===== src/rtl/cpu_pkg.sv =====
// Shared CPU front-end definitions: fetch FSM states and the sequential fetch stride.
package cpu_pkg;

  typedef enum logic {
    RUN     = 1'b0,
    DISCARD = 1'b1
  } fetch_state_e;

  localparam int unsigned FETCH_INC = 4;

endpackage


===== src/rtl/prefetch_fifo.sv =====
// Small synchronous FIFO holding {pc, instruction} entries; head is read combinationally.
module prefetch_fifo #(
  parameter int W     = 64,
  parameter int DEPTH = 4
) (
  input  logic                   clk,
  input  logic                   reset,
  input  logic                   push,
  input  logic [W-1:0]           push_data,
  input  logic                   pop,
  input  logic                   clear,
  output logic [$clog2(DEPTH):0] count,
  output logic [W-1:0]           head
);

  localparam int PTR_W = $clog2(DEPTH);

  logic [W-1:0]     mem_q [DEPTH];
  logic [PTR_W-1:0] wr_ptr_q, rd_ptr_q;
  logic [PTR_W:0]   count_q;
  logic             empty, full, do_push, do_pop;

  assign empty   = (count_q == '0);
  assign full    = (count_q == (PTR_W+1)'(DEPTH));
  assign do_pop  = pop & ~empty;
  // A push into a full queue is legal when the head leaves in the same cycle.
  assign do_push = push & (~full | do_pop);

  always_ff @(posedge clk) begin
    if (reset || clear) begin
      wr_ptr_q <= '0;
      rd_ptr_q <= '0;
      count_q  <= '0;
    end else begin
      if (do_push) wr_ptr_q <= wr_ptr_q + PTR_W'(1);
      if (do_pop)  rd_ptr_q <= rd_ptr_q + PTR_W'(1);
      count_q <= count_q + (PTR_W+1)'(do_push) - (PTR_W+1)'(do_pop);
    end
  end

  always_ff @(posedge clk) begin
    if (do_push) mem_q[wr_ptr_q] <= push_data;
  end

  assign count = count_q;
  assign head  = mem_q[rd_ptr_q];

endmodule


===== src/rtl/prefetch_unit.sv =====
// Instruction prefetch queue with one-outstanding-request memory port and flush redirect.
// Optional macro PREFETCH_PERF_EN builds the consumer-starvation counter.
module prefetch_unit import cpu_pkg::*; #(
  parameter int                ADDR_W     = 32,
  parameter int                DATA_W     = 32,
  parameter int                DEPTH      = 4,
  parameter logic [ADDR_W-1:0] RESET_ADDR = '0
) (
  input  logic              clk,
  input  logic              reset,
  input  logic              flush,
  input  logic [ADDR_W-1:0] flush_addr,
  output logic              mem_req,
  output logic [ADDR_W-1:0] mem_addr,
  input  logic              mem_ack,
  input  logic [DATA_W-1:0] mem_rdata,
  output logic              instr_valid,
  input  logic              instr_ready,
  output logic [DATA_W-1:0] instr_data,
  output logic [ADDR_W-1:0] instr_pc,
  output logic [31:0]       perf_starve_cnt
);

  localparam int CNT_W   = $clog2(DEPTH) + 1;
  localparam int ENTRY_W = DATA_W + ADDR_W;

  fetch_state_e      state_q, state_d;
  logic              req_q, req_d;
  logic [ADDR_W-1:0] mem_addr_q, mem_addr_d;
  logic [ADDR_W-1:0] fetch_addr_q, fetch_addr_d;

  logic               ack_hit, push, pop, room;
  logic [CNT_W-1:0]   fifo_count;
  logic [CNT_W:0]     occ_after;
  logic [ENTRY_W-1:0] fifo_head;

  prefetch_fifo #(
    .W     (ENTRY_W),
    .DEPTH (DEPTH)
  ) u_fifo (
    .clk       (clk),
    .reset     (reset),
    .push      (push),
    .push_data ({mem_addr_q, mem_rdata}),
    .pop       (pop),
    .clear     (flush),
    .count     (fifo_count),
    .head      (fifo_head)
  );

  always_ff @(posedge clk) begin
    if (reset) state_q <= RUN;
    else       state_q <= state_d;
  end

  always_comb begin
    state_d = state_q;
    case (state_q)
      RUN:     if (flush && req_q && !mem_ack) state_d = DISCARD;
      DISCARD: if (mem_ack) state_d = RUN;
      default: state_d = RUN;
    endcase
  end

  assign ack_hit   = req_q & mem_ack;
  assign pop       = instr_valid & instr_ready & ~flush;
  assign push      = (state_q == RUN) & ack_hit & ~flush;
  assign occ_after = {1'b0, fifo_count} + (CNT_W+1)'(push) - (CNT_W+1)'(pop);
  // Outstanding request count after this edge is zero here, so occupancy alone bounds issue.
  assign room      = occ_after < (CNT_W+1)'(DEPTH);

  // fetch_addr_q is the address of the request in flight, or of the next one to issue.
  always_comb begin
    req_d        = req_q;
    mem_addr_d   = mem_addr_q;
    fetch_addr_d = fetch_addr_q;
    case (state_q)
      RUN: begin
        if (flush) begin
          fetch_addr_d = flush_addr;
          if (!req_q || mem_ack) begin
            req_d      = 1'b1;
            mem_addr_d = flush_addr;
          end
        end else begin
          if (ack_hit) fetch_addr_d = fetch_addr_q + ADDR_W'(FETCH_INC);
          if (!req_q || mem_ack) begin
            req_d      = room;
            mem_addr_d = fetch_addr_d;
          end
        end
      end
      DISCARD: begin
        if (flush) fetch_addr_d = flush_addr;
        if (mem_ack) begin
          req_d      = 1'b1;
          mem_addr_d = fetch_addr_d;
        end
      end
      default: ;
    endcase
  end

  always_ff @(posedge clk) begin
    if (reset) begin
      req_q        <= 1'b0;
      mem_addr_q   <= RESET_ADDR;
      fetch_addr_q <= RESET_ADDR;
    end else begin
      req_q        <= req_d;
      mem_addr_q   <= mem_addr_d;
      fetch_addr_q <= fetch_addr_d;
    end
  end

  assign mem_req     = req_q;
  assign mem_addr    = mem_addr_q;
  assign instr_valid = (fifo_count != '0);
  assign instr_data  = instr_valid ? fifo_head[DATA_W-1:0] : '0;
  assign instr_pc    = instr_valid ? fifo_head[ENTRY_W-1:DATA_W] : '0;

`ifdef PREFETCH_PERF_EN
  logic [31:0] starve_q;

  always_ff @(posedge clk) begin
    if (reset) begin
      starve_q <= '0;
    end else if (instr_ready && !instr_valid && !flush && (starve_q != '1)) begin
      starve_q <= starve_q + 32'd1;
    end
  end

  assign perf_starve_cnt = starve_q;
`else
  assign perf_starve_cnt = '0;
`endif

endmodule


===== config.mk =====
export PLATFORM = sky130hd
export DESIGN_NAME = prefetch_unit
export DESIGN_NICKNAME = d
export VERILOG_FILES = /design/src/rtl/cpu_pkg.sv /design/src/rtl/prefetch_fifo.sv /design/src/rtl/prefetch_unit.sv
export SDC_FILE = /design/constraint.sdc
export NUM_CORES = 1
export LEC_CHECK = 0
export ABC_AREA = 0
export CAP_MARGIN = 0
export CORE_MARGIN = 4
export CORE_UTILIZATION = 25
export CTS_BUF_LIST = sky130_fd_sc_hd__clkbuf_4
export DETAILED_ROUTE_END_ITERATION = 7
export SKIP_LAST_GASP = 1
export SLEW_MARGIN = 15
export SYNTH_ARGS = -nofsm -noshare
export SYNTH_HDL_FRONTEND = slang
export SYNTH_SLANG_ARGS = --single-unit

===== constraint.sdc =====
create_clock -name clk -period 4.4 [get_ports clk]
set_clock_uncertainty 0.1 [all_clocks]
set_input_delay 0.66 -clock clk [delete_from_list [all_inputs] [get_ports clk]]
set_output_delay 0.66 -clock clk [all_outputs]
set_load 0.01 [all_outputs]

==> results of run 1 <==
-- critical path, delay by kind of cell (launching register included) --
kind	cells	cell delay, ns
buf+inv	2	0.81
flops	1	0.67
mux	1	0.58
simple gates	1	0.18
-- logic make-up (layout without fill, tap and decap cells) --
family	after synthesis	after routing	synth area share
compound gates	59	59	0.03087
xor+xnor	8	8	0.005208
fa+ha+maj	11	11	0.01079
buf+inv	92	342	0.03673
flops	331	331	0.6829
mux	112	112	0.1443
other cells	1	37	0.0002787
simple gates	210	210	0.08890
-- layer usage --
| metal | GRT usage | vias up | share of wire |
|---|---|---|---|
| met1 | 0.1445 | 3819 | 0.45 |
| met5 | 0 | - | 0.00040 |
| li1 | - | 3591 | - |
| met2 | 0.1764 | 215 | 0.47 |
| met3 | 0.02971 | 53 | 0.058 |
| met4 | 0.03987 | 2 | 0.020 |
-- sequential cells by signal, summed over array words and instances, names as in the netlist, named ones only --
| name | cells |
|---|---|
| state_q | 1 |
| u_fifo.mem_q | 256 |
| u_fifo.rd_ptr_q | 2 |
| mem_req | 1 |
| u_fifo.count | 3 |
| fetch_addr_q | 32 |
| mem_addr | 32 |
| u_fifo.wr_ptr_q | 2 |
-- cell usage in the layout, fill, tap and decap left out, types with 4 or more instances in the layout --
master and instances:
clkinv_2 4, o21ai_0 9, mux2_2 15, mux4_2 64, o22a_1 6, xnor2_1 5, edfxtp_1 256, dfxtp_1 73
clkdlybuf4s50_1 165, nand4_1 13, buf_12 5, ha_1 10, a21o_1 4, nand2_1 29, a21oi_1 9, and3_1 8
clkinv_1 14, o21ai_1 6, diode_2 5, inv_1 18, buf_4 7, conb_1 32, nor2_1 40, nor3_1 6
and2_4 4, a22o_1 4, nand3_1 15, clkbuf_4 123, mux2i_1 32, and2_1 71
-- per-stage QoR --
stage	area, sq um	cells	util	power, mW
after global routing	16950	1796	0.3199	6.900
after floorplan	13570	855	-	3.767
after detailed placement	15840	1647	0.2990	3.997
after global placement	15840	1647	0.2990	3.988
after CTS	16940	1793	0.3198	6.688
final	16950	1798	0.3200	6.567
-- worst paths after layout --
| path | slack (ns) | cells after the start | to |
|---|---|---|---|
| max reg2reg | 1.45 | 11 | mem_req$_SDFFE_PP0P_ |
| min reg2reg | 0.41 | 1 | fetch_addr_q[29]$_SDFF_PP0_ |
| min | 0.39 | 3 | fetch_addr_q[7]$_SDFF_PP0_ |
| max | 0.65 | 4 | instr_pc[0] |
-- area by class of cell --
type                    count  area (sq um)  share of cell area
repair buffers            178          1809              0.1067
clock inverters            23         178.9             0.01055
clock buffers             123         923.4             0.05447
flip-flops and latches    331          9196              0.5425
multi-input cells         432          3904              0.2303
inverters                  18         67.56            0.003986
well taps                 688         860.8             0.05078
diodes                      5         12.51           0.0007381
-- synthesized netlist by cell type (all sizes together), types with 4 or more instances --
cell type	number	area (sq um)
a21o	4	30.03
a21oi	10	53.80
a22o	4	35.03
and2	76	475.5
and3	9	61.31
and4	4	36.29
buf	47	325.3
clkbuf	27	101.4
dfxtp	75	1501
edfxtp	256	7687
ha	10	125.1
inv	18	67.56
mux2	16	180.2
mux2i	32	320.3
mux4	64	1441
nand2	29	108.9
nand3	18	115.1
nand4	14	93.84
nor2	40	150.1
nor3	6	30.03
o21ai	15	75.07
o22a	6	52.55
xnor2	5	43.79
-- power groups by stage --
stage	Clock, mW	Sequential (mW)	Combinational [mW]
6_report	2.65	3.52	0.405
5_1_grt	2.94	3.52	0.438
4_1_cts	2.76	3.52	0.414
3_5_place_dp	0	3.59	0.412
3_3_place_gp	0	3.58	0.407
2_1_floorplan	0	3.56	0.205
==> results.cfg, run 1 <==
[power_and_ir_drop]
irDropWorstVdd_uv = 142.0
leakagePower_nw = 5.731
combPwrFrac = 0.062
cellPowerDensity_nw_per_um2 = 387.4
power_switching_mw = 1.463
clockPowerShare = 0.403
switching_share = 0.2228
p_int_mw = 5.105
pwr-share-seq = 0.535

[die]
coreArea_sq_um = 52970
die_x_um = 240.0
start_util = 0.2540
die_area_sq_um = 57600
die_y_um = 240.0
rows = 84
pin_count = 199

[sta]
hold_viol = 0
setup_viol = 0
setup_tns_ns = 0
holdWs_ns = 0.3909
fin_ws_ns = 0.6541
maxClockFrequency_mhz = 267.0
worstMarginPinSlew_ns = 1.060
rsz0062_at_grt = no
fin_crit_sh = 0.8513
slew_violations = 0
max-slew-margin-rel = 0.2933
period_minus_slack_ns = 3.746

[worst_hold_path]
worstHoldStart = flush
hp-class = primary input to flip-flop

[worst_setup_path]
slowest_stage = dfxtp_4
crit_required_ns = 3.64
critPathMaxFanout = 32
criticalPathCategory = flip-flop to output pin
slowest_delay_ns = 0.67
cp.arrival_ns = 2.99
cp_cell_sequence = buf_12 > mux4_2 > and2_1 > clkdlybuf4s50_1
startpoint_type = flip-flop
endpoint_kind = output pin
reg2reg_from = u_fifo.count[1]$_SDFF_PP0_

[clocking]
cts.repair.resized = 0
htreeDepth = 3
ctsHoldBuffers = 0
root_buffer = clkbuf_4
post-cts-setup-buffers = 0
numCtsBuffers = 85
cts.sinks = 331
clk_latency_ns = 0.73
clkTransAtPathRegs_ns = 0.07
cts_tree = built
cts_max_path_buffers = 3

[route]
post_drt_wl_per_cell_um = 18.08
drc = 0
dr.pass1.iters = 5
viasPerCell = 4.271
ant_nets = 0
vias = 7680
drt_iter0_drc = 387
wl_um = 32510

[run_status]
status = finished, final reports clean

[placement]
pre_cts_slack_ns = 1.159
place.gp.congestion = 0.7848
post-dp-hpwl_um = 21740
port_buffers = 166

[job]
max_cap_violations = 0

[logic_synthesis]
ys_ff_latch = 331
syn-cell-area_sq_um = 13460
yosys_warnings = 0
yosysUniqueCellTypes = 62
synth-seq-area-share = 0.6829
syn_inst = 824
syn_area_per_cell_sq_um = 16.33
synthArstFlopShare = 0
synth_edf_count = 256
ys.flop_type = edfxtp_1

[global_route]
grt_use_total = 0.1102
grt_start_max_net_pins = 65
antenna_found_initial = 4
grt_pass1_vias = 7834
gr-total-overflow = 0
grt_pass1_wl_um = 47820

[layout]
fill_cells = 5257
syn2layout_area_growth_pct = 25.99
drive_gt1_frac = 0.2208
nets = 1126
Note: power is estimated with default switching activity, not from simulation.
==> run 2, diff against run 1 <==
- RECOVER_POWER: unset -> 25
==> run 2 against run 1 <==
Against the previous run: register-to-register slack barely moved; non-clock buffer count did not move; first-iteration DRC count fell by 0.26%; critical endpoint unchanged; largest cell class unchanged; largest power group unchanged.
==> results.cfg, run 2 (synthesis results as in run 1) <==
[run_status]
status = finished, final reports clean

[global_route]
grt_use_total = 0.1102
antenna_found_initial = 4
grt_pass1_vias = 7834
grt_start_max_net_pins = 65
grt_pass1_wl_um = 47820
gr-total-overflow = 0

[route]
routed-wl-met2_um = 15420
met3_length_um = 1889
highest_layer = met5
wirelength_met1_um = 14500
drt_iter0_drc = 386
ant_nets = 0
post_drt_wl_per_cell_um = 18.06
vias = 7686
wl_um = 32470
viasPerCell = 4.275
drc = 0
dr.pass1.iters = 4

[worst_setup_path]
startpoint_type = flip-flop
r2r_slack_ns = 1.45
cp.arrival_ns = 2.99
r2r_end = mem_req$_SDFFE_PP0P_
reg2reg_from = u_fifo.count[1]$_SDFF_PP0_
endpoint_kind = output pin
criticalPathCategory = flip-flop to output pin
crit_required_ns = 3.64
rr_worst_depth = 11
critPathMaxFanout = 32

[clocking]
root_buffer = clkbuf_4
cts.repair.resized = 0
cts_tree = built
clkTransAtPathRegs_ns = 0.07
numCtsBuffers = 85
htreeDepth = 3
ctsHoldBuffers = 0
cts_max_path_buffers = 3
cts.sinks = 331
post-cts-setup-buffers = 0
clk_latency_ns = 0.73

[die]
rows = 84
coreArea_sq_um = 52970
die_y_um = 240.0
start_util = 0.2540
die_area_sq_um = 57600
pin_count = 199
die_x_um = 240.0

[sta]
period_minus_slack_ns = 3.747
slew_violations = 0
max-slew-margin-rel = 0.2925
worstMarginPinSlew_ns = 1.061
rsz0062_at_grt = no
setup_viol = 0
maxClockFrequency_mhz = 266.8
fin_crit_sh = 0.8517
hold_viol = 0
setup_tns_ns = 0

[placement]
dp_cells = 1647
port_buffers = 166
post-dp-hpwl_um = 21740
place.gp.congestion = 0.7848

[worst_hold_path]
holdPathStages = 3
min_to = fetch_addr_q[7]$_SDFF_PP0_
worstHoldStart = flush
hp-class = primary input to flip-flop

[power_and_ir_drop]
cellPowerDensity_nw_per_um2 = 387.1
irDropWorstVdd_uv = 142.0
leakagePower_nw = 5.739

[layout]
syn2layout_area_growth_pct = 25.99
top_register = u_fifo.mem_q
largest_register_ff_count = 256
mostFrequentLayoutCell = edfxtp_1
drive_gt1_frac = 0.2208
fin_cells = 1798
nets = 1126
mostFrequentLayoutCells = edfxtp_1, clkdlybuf4s50_1, clkbuf_4, dfxtp_1, and2_1

[job]
max_cap_violations = 0
==> run 2: cell count changes in the layout (fill, tap and decap cells not counted), sizes merged <==
| cell | before | now |
|---|---|---|
| clkdlybuf4s50 | 165 | 134 |
| dlygate4sd3 | 0 | 31 |
==> run 2: worst max path at each step <==
| stage | to | slack [ns] | depth (start not counted) |
|---|---|---|---|
| 2_1_floorplan | u_fifo.mem_q[0][0]$_DFFE_PP_ | 1.08 | 3 |
| 3_3_place_gp | u_fifo.mem_q[1][7]$_DFFE_PP_ | 1.22 | 5 |
| 3_5_place_dp | u_fifo.mem_q[0][35]$_DFFE_PP_ | 1.16 | 5 |
| 4_1_cts | instr_pc[25] | 0.42 | 5 |
| 5_1_grt | instr_pc[25] | 0.36 | 5 |
| 6_report | instr_pc[0] | 0.65 | 4 |
==> run 2: cell type report <==
type	count	area (sq um)
multi-input combinational	432	3904
inverter	18	67.56
clock inverter	23	178.9
timing repair buffer	178	1809
tap	688	860.8
antenna	5	12.51
clock buffer	123	923.4
sequential	331	9196
fill	5257	36020
==> run 2: critical path, cell delays in order (launching register included) <==
cell,delay (ns)
dfxtp_4,0.67
buf_12,0.34
mux4_2,0.58
and2_1,0.18
clkdlybuf4s50_1,0.47
==> run 2: through the flow <==
stage / setup slack [ns] / cell area [sq um] / hold WS [ns] / utilization / power, mW
floorplan: 1.077 / 13570 / 0.3472 / - / 3.767
global placement: 1.224 / 15840 / 0.3683 / 0.2990 / 3.988
detailed placement: 1.159 / 15840 / 0.3844 / 0.2990 / 3.997
CTS: 0.4227 / 16940 / 0.2898 / 0.3198 / 6.688
global route: 0.3581 / 16950 / 0.3282 / 0.3199 / 6.894
finish: 0.6525 / 16950 / 0.3905 / 0.3200 / 6.562
==> run 2: power by group <==
| group | leakage, nW | switching [mW] | internal, mW |
|---|---|---|---|
| Sequential | 2.95 | 0.0761 | 3.44 |
| Clock | 0.650 | 1.19 | 1.46 |
| Combinational | 2.14 | 0.196 | 0.204 |
==> run 2: per-layer routing <==
metal | global-route usage | vias to the layer above
met5 | 0 | -
met4 | 0.03987 | 2
met3 | 0.02971 | 53
met2 | 0.1764 | 215
met1 | 0.1445 | 3825
li1 | - | 3591
